===== config.mk =====
export PLATFORM = sky130hd
export DESIGN_NAME = alu_issue_stage
export DESIGN_NICKNAME = d
export VERILOG_FILES = /design/src/rtl/alu_issue_stage.sv
export SDC_FILE = /design/constraint.sdc
export NUM_CORES = 1
export LEC_CHECK = 0
export ABC_CLOCK_PERIOD_IN_PS = 15250
export CAP_MARGIN = 40
export CORE_UTILIZATION = 39
export DETAILED_ROUTE_END_ITERATION = 8
export HOLD_SLACK_MARGIN = 0.03
export PLACE_DENSITY = 0.66
export SYNTH_ARGS = -nofsm -noshare
export SYNTH_HDL_FRONTEND = slang
export SYNTH_SLANG_ARGS = --single-unit

===== constraint.sdc =====
create_clock -name clk -period 15.25 [get_ports clk]
set_input_delay 1.525 -clock clk [delete_from_list [all_inputs] [get_ports clk]]
set_output_delay 1.525 -clock clk [all_outputs]
set_load 0.1 [all_outputs]

===== src/rtl/alu_issue_stage.sv =====
// ID/EX issue stage: resolves and forwards operands at capture, then presents a
// registered ALU request through a two-entry skid buffer (main M, skid S).
package alu_issue_pkg;
    typedef enum logic [3:0] {
        ALU_ADD  = 4'd0,
        ALU_SUB  = 4'd1,
        ALU_AND  = 4'd2,
        ALU_OR   = 4'd3,
        ALU_XOR  = 4'd4,
        ALU_SLL  = 4'd5,
        ALU_SRL  = 4'd6,
        ALU_SRA  = 4'd7,
        ALU_SLT  = 4'd8,
        ALU_SLTU = 4'd9
    } alu_op_e;

    typedef struct packed {
        logic [31:0] a;
        logic [31:0] b;
        alu_op_e     op;
    } alu_in_t;
endpackage

module alu_issue_stage
    import alu_issue_pkg::*;
#(
    parameter bit FWD_EN = 1'b1
) (
    input  logic        clk,
    input  logic        rst,
    input  logic        flush_i,
    input  logic        valid_i,
    output logic        ready_o,
    input  alu_op_e     op_i,
    input  logic [1:0]  a_sel_i,
    input  logic [1:0]  b_sel_i,
    input  logic [4:0]  rs1_addr_i,
    input  logic [4:0]  rs2_addr_i,
    input  logic [31:0] rs1_data_i,
    input  logic [31:0] rs2_data_i,
    input  logic [31:0] pc_i,
    input  logic [31:0] imm_i,
    input  logic [4:0]  rd_i,
    input  logic        we_i,
    input  logic        fwd_we_i,
    input  logic [4:0]  fwd_rd_i,
    input  logic [31:0] fwd_data_i,
    output alu_in_t     alu_in_o,
    output logic [4:0]  rd_o,
    output logic        we_o,
    output logic        valid_o,
    input  logic        ready_i
);
    typedef struct packed {
        alu_in_t    alu;
        logic [4:0] rd;
        logic       we;
    } entry_t;

    logic        m_v, s_v;
    entry_t      m_q, s_q, cap;
    logic [31:0] rs1_val, rs2_val;
    logic        accept, drain, load_m, load_s;

    assign ready_o = !s_v;
    assign valid_o = m_v;
    assign accept  = valid_i && ready_o;
    assign drain   = m_v && ready_i;

    // Skid entry always refills M first so order is preserved.
    assign load_m = s_v ? drain : (accept && (!m_v || drain));
    assign load_s = m_v && !s_v && accept && !drain;

    always_comb begin
        rs1_val = rs1_data_i;
        rs2_val = rs2_data_i;
        if (FWD_EN && fwd_we_i && fwd_rd_i != 5'd0 && fwd_rd_i == rs1_addr_i)
            rs1_val = fwd_data_i;
        if (FWD_EN && fwd_we_i && fwd_rd_i != 5'd0 && fwd_rd_i == rs2_addr_i)
            rs2_val = fwd_data_i;

        cap        = '0;
        cap.alu.op = op_i;
        cap.rd     = rd_i;
        cap.we     = we_i;
        case (a_sel_i)
            2'b00:   cap.alu.a = rs1_val;
            2'b01:   cap.alu.a = pc_i;
            default: cap.alu.a = 32'd0;
        endcase
        case (b_sel_i)
            2'b00:   cap.alu.b = rs2_val;
            2'b01:   cap.alu.b = imm_i;
            2'b10:   cap.alu.b = 32'd4;
            default: cap.alu.b = 32'd0;
        endcase
    end

    always_ff @(posedge clk) begin
        if (rst) begin
            m_v <= 1'b0;
            s_v <= 1'b0;
        end else if (flush_i) begin
            m_v <= 1'b0;
            s_v <= 1'b0;
        end else if (!m_v) begin
            m_v <= accept;
        end else if (!s_v) begin
            if (accept && !drain)
                s_v <= 1'b1;
            else if (!accept && drain)
                m_v <= 1'b0;
        end else if (drain) begin
            s_v <= 1'b0;
        end
    end

    // Payload carries no reset; the valid bits alone qualify it.
    always_ff @(posedge clk) begin
        if (load_m)
            m_q <= s_v ? s_q : cap;
        if (load_s)
            s_q <= cap;
    end

    assign alu_in_o = m_q.alu;
    assign rd_o     = m_q.rd;
    assign we_o     = m_q.we & m_v;
endmodule


=== Word level (Yosys, flattened, before mapping) ===
Index checks and enable logic that the tools add are counted.

* Register bits: 150
* Input bits: 195
* Output and inout port bits: 76
* Logic and storage cells: 51

* Equal/unequal tests: 5
* Mux-type cells: 13
* Bitwise gates (word level): 1
* Reduce and logical (&&, ||, !) cells: 20

{| class="wikitable"
|+ Operators with widths
! cell !! number
|-
| one-hot mux 32 bit (3 select lines) || 1
|-
| 2-to-1 mux 74 bit || 1
|-
| 2-to-1 mux 32 bit || 2
|-
| one-hot mux 32 bit (2 select lines) || 1
|-
| logical AND 1 bit || 11
|-
| equality test 5 bit || 2
|-
| 2-to-1 mux 1 bit || 8
|-
| nonzero test 5 bit || 1
|-
| equality test 2 x 1 -> 1 bit (second input constant) || 2
|-
| zero test 1 bit || 4
|-
| zero test 2 bit || 2
|-
| equality test 2 bit (second input constant) || 1
|-
| OR reduction 2 bit || 1
|-
| AND 1 bit || 1
|-
| logical OR 1 bit || 1
|}

=== Depth between registers and ports, before layout ===
* Word-level depth: 8
* Mapped depth: 7
* Mapped depth without buffers: 5

=== Worst setup path after synthesis ===
OpenSTA, ideal clock, no wires.

* Path kind: input to register
* From: input port valid_i
* To: register s_q[0] (netlist bit), enable pin
* Setup time: 614 ps
* Arrival: 7049 ps
* Data required time: 14636 ps
* Path slack: 7588 ps
* Cell stages on the path: 2
* Buffers on the path: 0
* Path through: nand2_1 -> nor3b_1

* Cells in the longest elaborated chain, start to end: 3

{| class="wikitable"
|+ Ends and longest elaborated chain
! item !! RTL line !! RTL
|-
| from (decl) || 32 || <nowiki>input logic valid_i,</nowiki>
|-
| logical AND 1 bit || 67 || <nowiki>assign accept = valid_i && ready_o;</nowiki>
|-
| logical AND 1 bit (2 in a row) || 72 || <nowiki>assign load_s = m_v && !s_v && accept && !drain;</nowiki>
|-
| via load_s || 63 || <nowiki>logic accept, drain, load_m, load_s;</nowiki>
|-
| to (signal assigned) || 123 || <nowiki>s_q <= cap;</nowiki>
|-
| to (decl) || 61 || <nowiki>entry_t m_q, s_q, cap;</nowiki>
|}

The timed path passes the listed nets, and every way through them passes these cells.
A chain may end at the register's enable or synchronous reset.

=== Worst setup path in the final report ===
* From: input port fwd_rd_i[2]
* To: register m_q, in the netlist alu_in_o[5], data pin

* Cells in the longest elaborated chain, start to end: 6
* Elaborated cells between the ends (all ways): 7
* Classes of those cells: 1 x eq/ne; 3 x mux; 3 x reduce/logical

{| class="wikitable"
|+ Ends and longest elaborated chain
! item !! RTL line !! RTL
|-
| from (decl) || 46 || <nowiki>input logic [4:0] fwd_rd_i,</nowiki>
|-
| nonzero test 5 bit || 79 || <nowiki>if (FWD_EN && fwd_we_i && fwd_rd_i != 5'd0 && fwd_rd_i == rs2_addr_i)</nowiki>
|-
| logical AND 1 bit || 79 ||
|-
| logical AND 1 bit * || 79 ||
|-
| 2-to-1 mux 32 bit * || 79 ||
|-
| one-hot mux 32 bit (3 select lines) * || 91 || <nowiki>case (b_sel_i)</nowiki>
|-
| 2-to-1 mux 74 bit * || 121 || <nowiki>m_q <= s_v ? s_q : cap;</nowiki>
|-
| to (signal assigned) || 121 ||
|-
| to (decl) || 61 ||
|}

Mark *: on every way between the ends. The rest lies on a longest branch, timed or not.

==> results.txt <==
- The flow ran to the end, and the final reports show no timing, DRC or antenna violations.
* Number of enable flip-flop cells after synthesis: ~150
* Clock Latency Late Sink: approximately 0.42 ns
* Cell area after technology mapping: between 0.007 and 0.008 mm^2
* Number of DRC markers after the initial detailed-route iteration: 599
- Total global routing overflow: 0
- Crit Path Max Fanout: 33
- After the last flow step, the layout net total stands at 1116.
- First-pass GRT wire length: roughly 38000 um
- Dividing total power by cell area gives a power density of slightly above 100 mW/mm^2.
* Arrival time at the worst endpoint: 4.54 ns
* Clock period minus worst slack: between 4 and 5 ns
- FF-to-FF setup slack: 12.29 ns
- Post-Route Skew: between 0.006 and 0.007 ns
* Number of setup violations in the final report: 0
* Hold violation count in the final report: 0
- Critical path endpoint: alu_in_o[5]$_DFFE_PP_
- Dominant cell by count in the synthesized netlist: sky130_fd_sc_hd__edfxtp_1
* Dominant cells by area after synthesis: sky130_fd_sc_hd__edfxtp_1 (56%), sky130_fd_sc_hd__mux2i_1 (8.0%), sky130_fd_sc_hd__buf_4 (6.9%)
- Clock-pin slew of the registers on the worst-case setup and hold paths: roughly 0.060 ns
- Critical Path Max Stage Delay: 0.78 ns
- The finished layout holds roughly 1200 standard cells, fillers aside.
* Library cell occupying the most area in the post-synthesis netlist: sky130_fd_sc_hd__edfxtp_1
* Overall track demand over capacity in global routing: 0.2543
- LEAKAGE: roughly 4.5 nW
- TritonCTS built the clock tree.
* Kind of launch point of the worst setup path: input pin
- Die Height: about 140 um
- Counting both buffers and inverters, the worst setup path holds a total of 1.
- Port Buffer Count: 270
* Most numerous cell types in the synthesized netlist: sky130_fd_sc_hd__edfxtp_1 (148), sky130_fd_sc_hd__buf_4 (73), sky130_fd_sc_hd__mux2i_1 (63), sky130_fd_sc_hd__nand2_1 (56), sky130_fd_sc_hd__nor2_1 (53)
* Critical path start-end classification: input pin to register
* Number of DRC violations after detailed routing: 0
- Worst slew margin relative to its limit: 0.3926
- When the netlist entered floorplanning its net count stood at 858.
- ~270 I/O pins were placed.
- Unrepaired setup endpoints after global routing: no
- Timing analysis after detailed placement gives a worst setup slack of ~10 ns.
- Counting along the longest clock path gives a buffer depth of 2.
* Logic depth of the worst setup path including buffers: 6
- Horizontal die dimension: around 140 um
- Main flop type after synthesis: sky130_fd_sc_hd__edfxtp_1
* Number of max-capacitance violations reported: 0
- The tree is rooted in a sky130_fd_sc_hd__clkbuf_16.
* Core Area: around 0.020 mm^2
- Number of levels the H-tree was split into: 4
* Kind of cell with the highest combined delay on the critical path: simple AND/OR/NAND/NOR gates
- Buffers added to address setup during post-CTS repair amount to 0.
* Met3 wire length: ~2300 um
- The floorplan has 51 rows.
* DRT antenna net count: 0
- Dividing the detail-routed wire length by the instance count gives 21.72 um.
- Share of Yosys cell area claimed by the top area cell type: 0.5633
- In this run the critical register-to-register path is launched from s_v$_SDFFE_PP0P_.
- Type of element capturing the critical path: register
* Highest signal layer in the routed design: met5
* Die ar.: between 0.02 and 0.025 mm^2
- Starting density of the core: 0.4015
* Final weighted congestion in routability-driven placement: a little over 0.9
- The area growth from synthesis to layout is 56.79%.
* Drt via density: around 5.5
* CTS Hold Buffers Added: 0
* List of cells traversed by the critical path: clkdlybuf4s50_1 -> or4_1 -> o21ai_2 -> or3_2 -> mux2i_1 -> o221ai_1
- Fin crit share: 0.2882
- Syn_area_per_cell: 11.90 um^2
* Reg-to-Reg End: s_q[7]$_DFFE_PP_
* Detailed-route wire length on metal 1: approximately 10000 um
* Type of the tightest min-delay check: register to register
- For this run, the number of Yosys warnings is 0.
* Asr flop ratio synth: 0
* Peak supply drop: a little under 80 uV
* Synth Instances: 663
- The worst path meets setup with between 10 and 15 ns of slack.
* Number of global-route vias before repair: 6770
- The first detailed-routing pass ran for 5 iterations.
- Entering global routing, the biggest net connects 63 pins.
* Dpl hpwl: approximately 20000 um
- Including well taps, the total number of placed cells is approximately 1200.
* Fmax: between 200 and 250 MHz
- Worst EP required: 15.39 ns
* Total Wirelength: 26170 um
- Tracing the worst setup path back leads to its startpoint at fwd_rd_i[2].
- Share of final-layout standard cells stronger than drive strength 1: 0.1542
* Synth unique cells: 39
- For this run, the register share of the synthesized area comes to 0.5683.
- Initial antenna violation count: 3
- Summed over all nets, wire length on met2 after detailed routing comes to 12600 um.
- At the end of the flow the core is filled with cells to 0.6294.
- Slowest cell on the critical path: sky130_fd_sc_hd__or3_2
* Clock buffer count from CTS: 17
- The routed layout has about 6600 vias.
- Synth Register Bits: 150
- In this run, post-CTS repair resized a total of 0 instances.
- In the final timing run, aggregate negative setup slack is 0 ns.
- For this design, the sink count on the clock tree is 150.
- The number of pins with negative max-slew slack in the final report was 0.
- Counting cells, the worst reg-to-reg path comes to 5.
- Slew at the pin with the worst max-slew slack: 0.9111 ns
-- layer usage --
metal  global-route usage  up-vias
met1               0.3245     3201
met4               0.1535        4
met3              0.05894       69
met2               0.3933      369
li1                     -     2989
met5                    0        -
-- logic make-up (layout without fill, tap and decap cells) --
family,count (synthesis),in the layout,synth area share
other,0,6,0
flip-flops,150,150,0.5683
AO/OA/AOI/OAI,178,178,0.1587
XOR/XNOR,10,10,0.01110
AND/OR/NAND/NOR,124,124,0.06454
multiplexers,73,73,0.09420
buffers and inverters,128,399,0.1031
-- registers in the layout, summed over array words and instances, names as in the netlist --
| signal | flops |
|---|---|
| s_q | 74 |
| alu_in_o | 68 |
| rd_o | 5 |
| m_q | 1 |
| s_v | 1 |
| valid_o | 1 |
-- power breakdown --
| part | total (mW) | switching (mW) | internal [mW] |
|---|---|---|---|
| registers | 0.483 | 0.00640 | 0.476 |
| clock network | 0.427 | 0.181 | 0.246 |
| logic | 0.335 | 0.192 | 0.143 |
| total | 1.24 | 0.379 | 0.865 |
-- layout make-up --
class	count	area, um^2
Antenna cell	6	15.01
Fill cell	1552	7283
Sequential cell	150	4488
Clock buffer	17	425.4
Inverter	5	18.77
Multi-Input combinational cell	385	2624
Tap cell	265	331.6
Timing Repair Buffer	362	4299
Clock inverter	15	168.9
-- worst min-delay path by stage --
stage | from | endpoint | slack, ns | cells past startpoint
final | s_q[18]$_DFFE_PP_ | alu_in_o[12]$_DFFE_PP_ | 0.54 | 2
after global routing | s_q[6]$_DFFE_PP_ | alu_in_o[0]$_DFFE_PP_ | 0.56 | 1
after CTS | s_q[18]$_DFFE_PP_ | alu_in_o[12]$_DFFE_PP_ | 0.55 | 2
after detailed placement | s_q[12]$_DFFE_PP_ | alu_in_o[6]$_DFFE_PP_ | 0.53 | 1
after global placement | s_q[11]$_DFFE_PP_ | alu_in_o[5]$_DFFE_PP_ | 0.52 | 2
after floorplan | s_q[16]$_DFFE_PP_ | alu_in_o[10]$_DFFE_PP_ | 0.51 | 2
-- stage by stage --
step | hold WS [ns] | power [mW] | cell area, um^2
after CTS | 0.5469 | 1.251 | 12350
after global placement | 0.5173 | 0.7586 | 10220
final | 0.5399 | 1.245 | 12370
after floorplan | 0.5074 | 0.6748 | 7890
after detailed placement | 0.5260 | 0.8263 | 11750
after global routing | 0.5633 | 1.284 | 12360
-- worst min-delay path, delay by kind of cell, from the launching register on --
kind            cells  cell delay [ns]
compound gates      1             0.06
flops               1             0.32
simple gates        1             0.05
-- cell usage in the layout, fill, tap and decap left out, drive strengths merged --
cell,instances
and3,1
clkinv,3
inv,12
a31oi,12
clkbuf,17
clkdlybuf4s50,270
a32o,1
nand2b,1
nor3b,1
nor3,1
buf,92
nand3,2
xor2,2
mux2,10
a32oi,12
nor4,2
nand3b,1
a21oi,14
dfxtp,2
nand2,56
and2,2
a2111oi,1
o221ai,19
a22oi,33
or4,1
bufinv,2
a211oi,52
or3,3
nor2,53
clkinvlp,3
diode,6
o21ai,34
mux2i,63
xnor2,8
edfxtp,148
(Power assumes the default switching activity.)
